--- src/rtl/navigation_sm.sv ---
// Snake heading controller: synchronizes and debounces four push-buttons, turns
// press events into a filtered, prioritised heading gated by the game state.
module navigation_sm #(
  parameter int unsigned DEBOUNCE_CYCLES = 16
) (
  input  logic       CLK,
  input  logic       RESET,
  input  logic       LEFT,
  input  logic       RIGHT,
  input  logic       UP,
  input  logic       DOWN,
  input  logic [1:0] STATE,
  output logic [1:0] DIRECTION,
  output logic       DIR_CHANGED
);

  localparam int unsigned CNT_W = $clog2(DEBOUNCE_CYCLES + 1);
  localparam logic [CNT_W-1:0] CNT_LAST = CNT_W'(DEBOUNCE_CYCLES - 1);
  localparam logic [1:0] ST_IDLE = 2'b00;
  localparam logic [1:0] ST_PLAY = 2'b01;

  typedef enum logic [1:0] {
    DIR_UP    = 2'b00,
    DIR_RIGHT = 2'b01,
    DIR_DOWN  = 2'b10,
    DIR_LEFT  = 2'b11
  } dir_e;

  // Button vectors are indexed by the heading code they request.
  logic [3:0]       raw;
  logic [3:0]       sync1;
  logic [3:0]       sync2;
  logic [3:0]       deb;
  logic [3:0]       deb_next;
  logic [3:0]       press;
  logic [3:0]       allowed;
  logic [CNT_W-1:0] cnt      [4];
  logic [CNT_W-1:0] cnt_next [4];
  logic [1:0]       opp_dir;
  dir_e             dir_q;
  dir_e             dir_next;

  assign raw       = {LEFT, DOWN, RIGHT, UP};
  assign DIRECTION = dir_q;
  assign opp_dir   = dir_q ^ 2'b10;

  // Debounce: accept a level change only after CNT_LAST+1 consecutive mismatches.
  always_comb begin
    for (int i = 0; i < 4; i++) begin
      deb_next[i] = deb[i];
      cnt_next[i] = '0;
      if (sync2[i] != deb[i]) begin
        if (cnt[i] == CNT_LAST) begin
          deb_next[i] = ~deb[i];
        end else begin
          cnt_next[i] = cnt[i] + CNT_W'(1);
        end
      end
    end
  end

  // Drop same and reverse headings, then UP > RIGHT > DOWN > LEFT.
  always_comb begin
    allowed          = press;
    allowed[dir_q]   = 1'b0;
    allowed[opp_dir] = 1'b0;
    dir_next         = dir_q;
    if (allowed[0]) begin
      dir_next = DIR_UP;
    end else if (allowed[1]) begin
      dir_next = DIR_RIGHT;
    end else if (allowed[2]) begin
      dir_next = DIR_DOWN;
    end else if (allowed[3]) begin
      dir_next = DIR_LEFT;
    end
  end

  always_ff @(posedge CLK) begin
    if (!RESET) begin
      sync1       <= '0;
      sync2       <= '0;
      deb         <= '0;
      press       <= '0;
      dir_q       <= DIR_RIGHT;
      DIR_CHANGED <= 1'b0;
      for (int i = 0; i < 4; i++) begin
        cnt[i] <= '0;
      end
    end else begin
      sync1 <= raw;
      sync2 <= sync1;
      deb   <= deb_next;
      press <= deb_next & ~deb;
      for (int i = 0; i < 4; i++) begin
        cnt[i] <= cnt_next[i];
      end
      case (STATE)
        ST_IDLE: begin
          dir_q       <= DIR_RIGHT;
          DIR_CHANGED <= (dir_q != DIR_RIGHT);
        end
        ST_PLAY: begin
          dir_q       <= dir_next;
          DIR_CHANGED <= (dir_next != dir_q);
        end
        default: DIR_CHANGED <= 1'b0;
      endcase
    end
  end

endmodule

--- config.mk ---
export PLATFORM = sky130hd
export DESIGN_NAME = navigation_sm
export DESIGN_NICKNAME = d
export VERILOG_FILES = /design/src/rtl/navigation_sm.sv
export SDC_FILE = /design/constraint.sdc
export NUM_CORES = 1
export LEC_CHECK = 0
export CAP_MARGIN = 20
export CORE_UTILIZATION = 30
export DETAILED_ROUTE_END_ITERATION = 6
export SYNTH_ARGS = -nofsm -noshare
export SYNTH_HDL_FRONTEND = slang
export SYNTH_SLANG_ARGS = --single-unit
--- constraint.sdc ---
create_clock -name CLK -period 1.9 [get_ports CLK]
set_clock_uncertainty 0.1 [all_clocks]
set_input_delay 0.57 -clock CLK [delete_from_list [all_inputs] [get_ports CLK]]
set_output_delay 0.57 -clock CLK [all_outputs]
set_load 0.01 [all_outputs]
==> results.toml, run 1 <==
[sta]
holdWs_ps = 336
hold_viol_final = 0
min_period_ps = 1780
worstMarginPinSlew_ps = 326
period_share_pct = 93.7
fmax_ghz = 0.562
grt_setup_unrepaired = "false"
setup_violations = 0
finalMaxSlewViolations = 0
slew-limit-headroom_pct = 77.6

[finish]
stdcell_area_mm2 = 0.00171
nets = 176
num_antenna_cells = 0
layout_common_cells = "dfxtp_1 (38), nor2_1 (26), inv_1 (10)"
final_common_cell = "dfxtp_1"
fillers = 453
area_growth_pct = 18.2
drive_gt1_share_pct = 9.94
seq_area_um2 = 782
multi_input_area_um2 = 614

[setup_path]
cp-end-kind = "primary output"
reg2regPathDepth = 5
path_depth = 1
crit_required_ps = 1230
worstSetupStartpointType = "register"
crit_path_max_incr_delay_ps = 520
crit_fanout = 1
arrival_ps = 1110
crit_type = "register to primary output"
worst_path_dominant_cell_family = "buffers and inverters"
cp_slowest_cell = "clkdlybuf4s50_1"
cp_num_buf_inv = 1
path_cells = "clkdlybuf4s50_1"

[logic_synthesis]
synth_top_family_by_area = "simple AND/OR/NAND/NOR gates"
synth_area_mm2 = 0.00145
synthMuxAreaShare_pct = 4.24
synthAdderAreaFrac_pct = 6.91
ys_seq_elements = 39
synthXorXnorAreaFrac_pct = 7.26
synthesis.instances = 141
ys.warnings.count = 0
synth.net_count = 157
synth-compound-area-share_pct = 3.80
avgSynthCellArea_um2 = 10.3
synthSimpleGateAreaFrac_pct = 20.2
seq_area_frac_synth_pct = 53.9
yosysUniqueCellTypes = 28

[die]
rows = 24
dieArea_mm2 = 0.00511
die_w_um = 71.5
io_pins = 11
die_h_um = 71.5
core_area_mm2 = 0.00450
start_util_pct = 32.1

[pwr]
power_density_mw_per_mm2 = 815
ir_drop_mv = 0.420
power.leakage_nw = 0.670

[cts]
clkTransAtPathRegs_ps = 70
cts_tree = "built"
post_cts_buffers = 0
cts_made_buffers = 5
cts_root_buf = "clkbuf_8"
htreeDepth = 2
clock_sinks = 39
clkLatencyLatePin_ps = 280
cts_buffer_depth = 2

[worst_hold_path]
hold_depth = 1
hp-class = "register to register"

[placement]
routabilityCongestion = 0.778
hpwl_mm = 1.70
dpl_cell_area_mm2 = 0.00163
io_buffers = 10

[route]
via_count = 980
drtAntennaViolNets = 0
drcViolationCount = 0
routedWlPerCell_um = 10.1
drt-total-wl_mm = 2.16
drtIter0Drc = 24
drt_pass1_iterations = 4
vias_per_cell = 4.60

[global_route]
antenna_found_initial = 0
grt_overflow = 0
grt_start_max_net_pins = 13
grt_pass1_vias = 1022
grt_use_total_pct = 10.4
grt_pass1_wl_mm = 4.08

[flow_run]
cap_violations = 0

[run_status]
outcome = "complete, no violations"
routing by layer:
layer,routed length (um),GRT usage (%)
met4,12,2.83
met5,0,0
met2,1110,18.6
met3,113,5.49
met1,927,10.5
worst paths after layout:
path | from | endpoint | slack (ps)
hold reg to reg | sync1[1] | sync2[1] | 340
hold / removal | sync1[1] | sync2[1] | 340
setup reg to reg | cnt[2][0] | cnt[2][3] | 200
setup / recovery | DIR_CHANGED | DIR_CHANGED | 120
what timing repair did:
action                     CTS  global route
resized for setup            2             1
setup endpoints to repair    1             1
hold buffers                 0             0
cell families (layout without fill, tap and decap cells):
| kind of cell | Yosys count | after routing |
|---|---|---|
| buffers and inverters | 12 | 32 |
| muxes | 6 | 6 |
| xor gates and xnor gates | 12 | 12 |
| adders and majority gates | 8 | 8 |
| and+or+nand+nor | 57 | 57 |
| AOI/OAI and AO/OA | 7 | 7 |
| DFF | 39 | 39 |
stage by stage:
step	std cells	TNS, ps	power (mW)	worst slack (ps)	util, %
2_1_floorplan	141	0	0.877	333	-
3_3_place_gp	205	-710	0.901	-73.3	36.1
3_5_place_dp	205	-1270	0.904	-99.6	36.1
4_1_cts	213	0	1.42	31.6	37.9
5_1_grt	213	0	1.47	74.3	38.0
6_report	213	0	1.39	119	38.0
flip-flops by register name, indices dropped and copies added (netlist names):
signal	count
deb	4
DIR_CHANGED	1
DIRECTION	2
cnt	20
sync2	4
sync1	4
press	4
where the power goes:
group / internal [mW] / switching, mW
Sequential: 0.828 / 0.00531
Clock: 0.257 / 0.254
Combinational: 0.0301 / 0.0206
Total: 1.12 / 0.280
synth_stat cells:
master / instances / area share (%)
a21bo_1: 1 / 0.69
a21oi_1: 2 / 0.69
a311oi_2: 1 / 1.0
and2_1: 8 / 3.5
and3_1: 4 / 1.7
buf_6: 1 / 0.78
clkbuf_1: 1 / 0.26
dfxtp_1: 39 / 54
ha_1: 8 / 6.9
inv_1: 10 / 2.6
mux2_2: 1 / 0.78
mux2i_1: 5 / 3.5
nand2_1: 1 / 0.26
nand3_1: 4 / 1.4
nand3b_1: 1 / 0.52
nand4_1: 1 / 0.43
nand4b_1: 1 / 0.61
nor2_1: 26 / 6.7
nor2b_1: 1 / 0.43
nor3_1: 4 / 1.4
nor4b_1: 1 / 0.61
o21ai_0: 2 / 0.69
o22a_2: 1 / 0.69
or3_1: 3 / 1.3
or3_4: 1 / 0.78
or3b_2: 1 / 0.61
xnor2_1: 8 / 4.8
xor2_1: 4 / 2.4
cell type report:
class / instances / share of cell area (%)
Timing Repair Buffer: 14 / 7.68
Multi-Input combinational cell: 90 / 35.9
Clock inverter: 1 / 0.292
Clock buffer: 7 / 4.46
Tap cell: 52 / 3.80
Sequential cell: 39 / 45.7
Inverter: 10 / 2.19
Note: power is estimated with default switching activity, not from simulation.
==> run 2, diff against run 1 <==
clock period = 2 ns   (was 1.9 ns; I/O delays follow)
==> run 2 against run 1 <==
Net effect:
- power up 7.8%
- sequential power shrank 5.0%
- combinational power about the same
- clock power is 30% higher
- non-clock buffer count rose by 1
- critical path type unchanged
- critical endpoint is now DIRECTION[0]
- largest cell class unchanged
- largest power group unchanged
==> results.toml, run 2 (synthesis results as in run 1) <==
[run_status]
outcome = "complete, no violations"

[sta]
hold_viol_final = 0
period_share_pct = 96.8
worstMarginPinSlew_ps = 302
setup_ws_ps = 63.4
min_period_ps = 1940
grt_setup_unrepaired = "false"
fmax_ghz = 0.516
tns_ps = 0
holdWs_ps = 337
setup_violations = 0
slew-limit-headroom_pct = 79.3
finalMaxSlewViolations = 0

[pwr]
seq_power_share_pct = 52.6
ir_drop_mv = 0.518
pwr-share-comb_pct = 3.4
pwr-share-clk_pct = 44.0
power_density_mw_per_mm2 = 857
internal_power_mw = 1.22
p_sw_share_pct = 18.9
power_switching_uw = 284
power.leakage_nw = 0.677

[finish]
layout_common_cells = "dfxtp_1 (38), nor2_1 (26), inv_1 (10), clkdlybuf4s50_1 (10)"
largest_register_ffs = 20
num_antenna_cells = 0
drive_gt1_share_pct = 11.7
seq_area_um2 = 782
final_util_pct = 38.9
stdcell_area_mm2 = 0.00175
nets = 177
final_common_cell = "dfxtp_1"
regMostFlops = "cnt"
fillers = 454
area_growth_pct = 21.2
multi_input_area_um2 = 614

[placement]
dpl_cell_area_mm2 = 0.00164
io_buffers = 10
routabilityCongestion = 0.800
hpwl_mm = 1.72
dp_slack_ps = -28.8

[die]
start_util_pct = 32.1
die_w_um = 71.5
dieArea_mm2 = 0.00511
die_h_um = 71.5
rows = 24
core_area_mm2 = 0.00450
io_pins = 11

[route]
via_count = 959
vias_per_cell = 4.48
drt_pass1_iterations = 4
drt-total-wl_mm = 2.25
drtIter0Drc = 45
drcViolationCount = 0
drtAntennaViolNets = 0
routedWlPerCell_um = 10.5

[cts]
cts_made_buffers = 5
clock_sinks = 39
cts_tree = "built"
cts_buffer_depth = 2
post_cts_buffers = 0
htreeDepth = 2
cts_root_buf = "clkbuf_8"
clkLatencyLatePin_ps = 290
clkTransAtPathRegs_ps = 80

[setup_path]
path_cells = "clkdlybuf4s50_1"
cp_num_buf_inv = 1
cp_slowest_cell = "clkdlybuf4s50_1"
worstSetupStartpointType = "register"
cp-end-kind = "primary output"
crit_path_max_incr_delay_ps = 550
arrival_ps = 1240
crit_fanout = 6
crit_type = "register to primary output"
crit_required_ps = 1300
worst_path_dominant_cell_family = "buffers and inverters"

[global_route]
antenna_found_initial = 0
grt_start_max_net_pins = 13
grt_pass1_wl_mm = 4.05
grt_overflow = 0
grt_use_total_pct = 10.4
grt_pass1_vias = 986

[worst_hold_path]
hp-class = "register to register"

[flow_run]
cap_violations = 0
## run 2: cell types whose count changed in the layout (fill, tap and decap cells not counted), sizes merged
cell and change:
buf +1, bufinv +1, clkbuf -1, clkdlybuf4s50 +2, dlygate4sd2 -1, dlymetal6s2s -1
## run 2: power groups by stage
stage          Clock [mW]  Combinational, mW  Sequential, mW
6_report            0.662             0.0509           0.791
4_1_cts             0.686             0.0517           0.791
3_3_place_gp            0             0.0491           0.809
5_1_grt             0.716             0.0568           0.792
2_1_floorplan           0             0.0251           0.808
3_5_place_dp            0             0.0515           0.809
## run 2: metal layers
| layer | up-vias | GRT usage (%) | share of wire (%) |
|---|---|---|---|
| met3 | 5 | 3.80 | 3.8 |
| met5 | - | 0 | 0 |
| met2 | 14 | 18.0 | 50 |
| met4 | 0 | 5.23 | 2.0 |
| li1 | 502 | - | - |
| met1 | 438 | 11.3 | 44 |
## run 2: repair_timing
action | 4_1_cts | 5_1_grt
endpoints found under the setup margin | 1 | 0
gates resized for setup | 1 | 0
hold buffers | 0 | 0
## run 2: final timing paths
| check | slack (ps) | from | cells past startpoint | to |
|---|---|---|---|---|
| min | 340 | sync1[1] | 1 | sync2[1] |
| min reg2reg | 340 | sync1[1] | 1 | sync2[1] |
| max | 60 | DIRECTION[0] | 1 | DIRECTION[0] |
| max reg2reg | 310 | cnt[0][0] | 5 | cnt[0][1] |
## run 2: layout make-up
type	count	area share [%]
flip-flops and latches	39	44.6
inverters	10	2.14
well taps	52	3.71
repair buffers	15	7.85
clock inverters	2	2.00
clock buffers	6	4.71
multi-input cells	90	35.0
## run 2: per-stage QoR
stage | total power [mW] | cells
detailed placement | 0.861 | 206
CTS | 1.53 | 214
global route | 1.56 | 214
global placement | 0.858 | 206
finish | 1.50 | 214
floorplan | 0.833 | 141
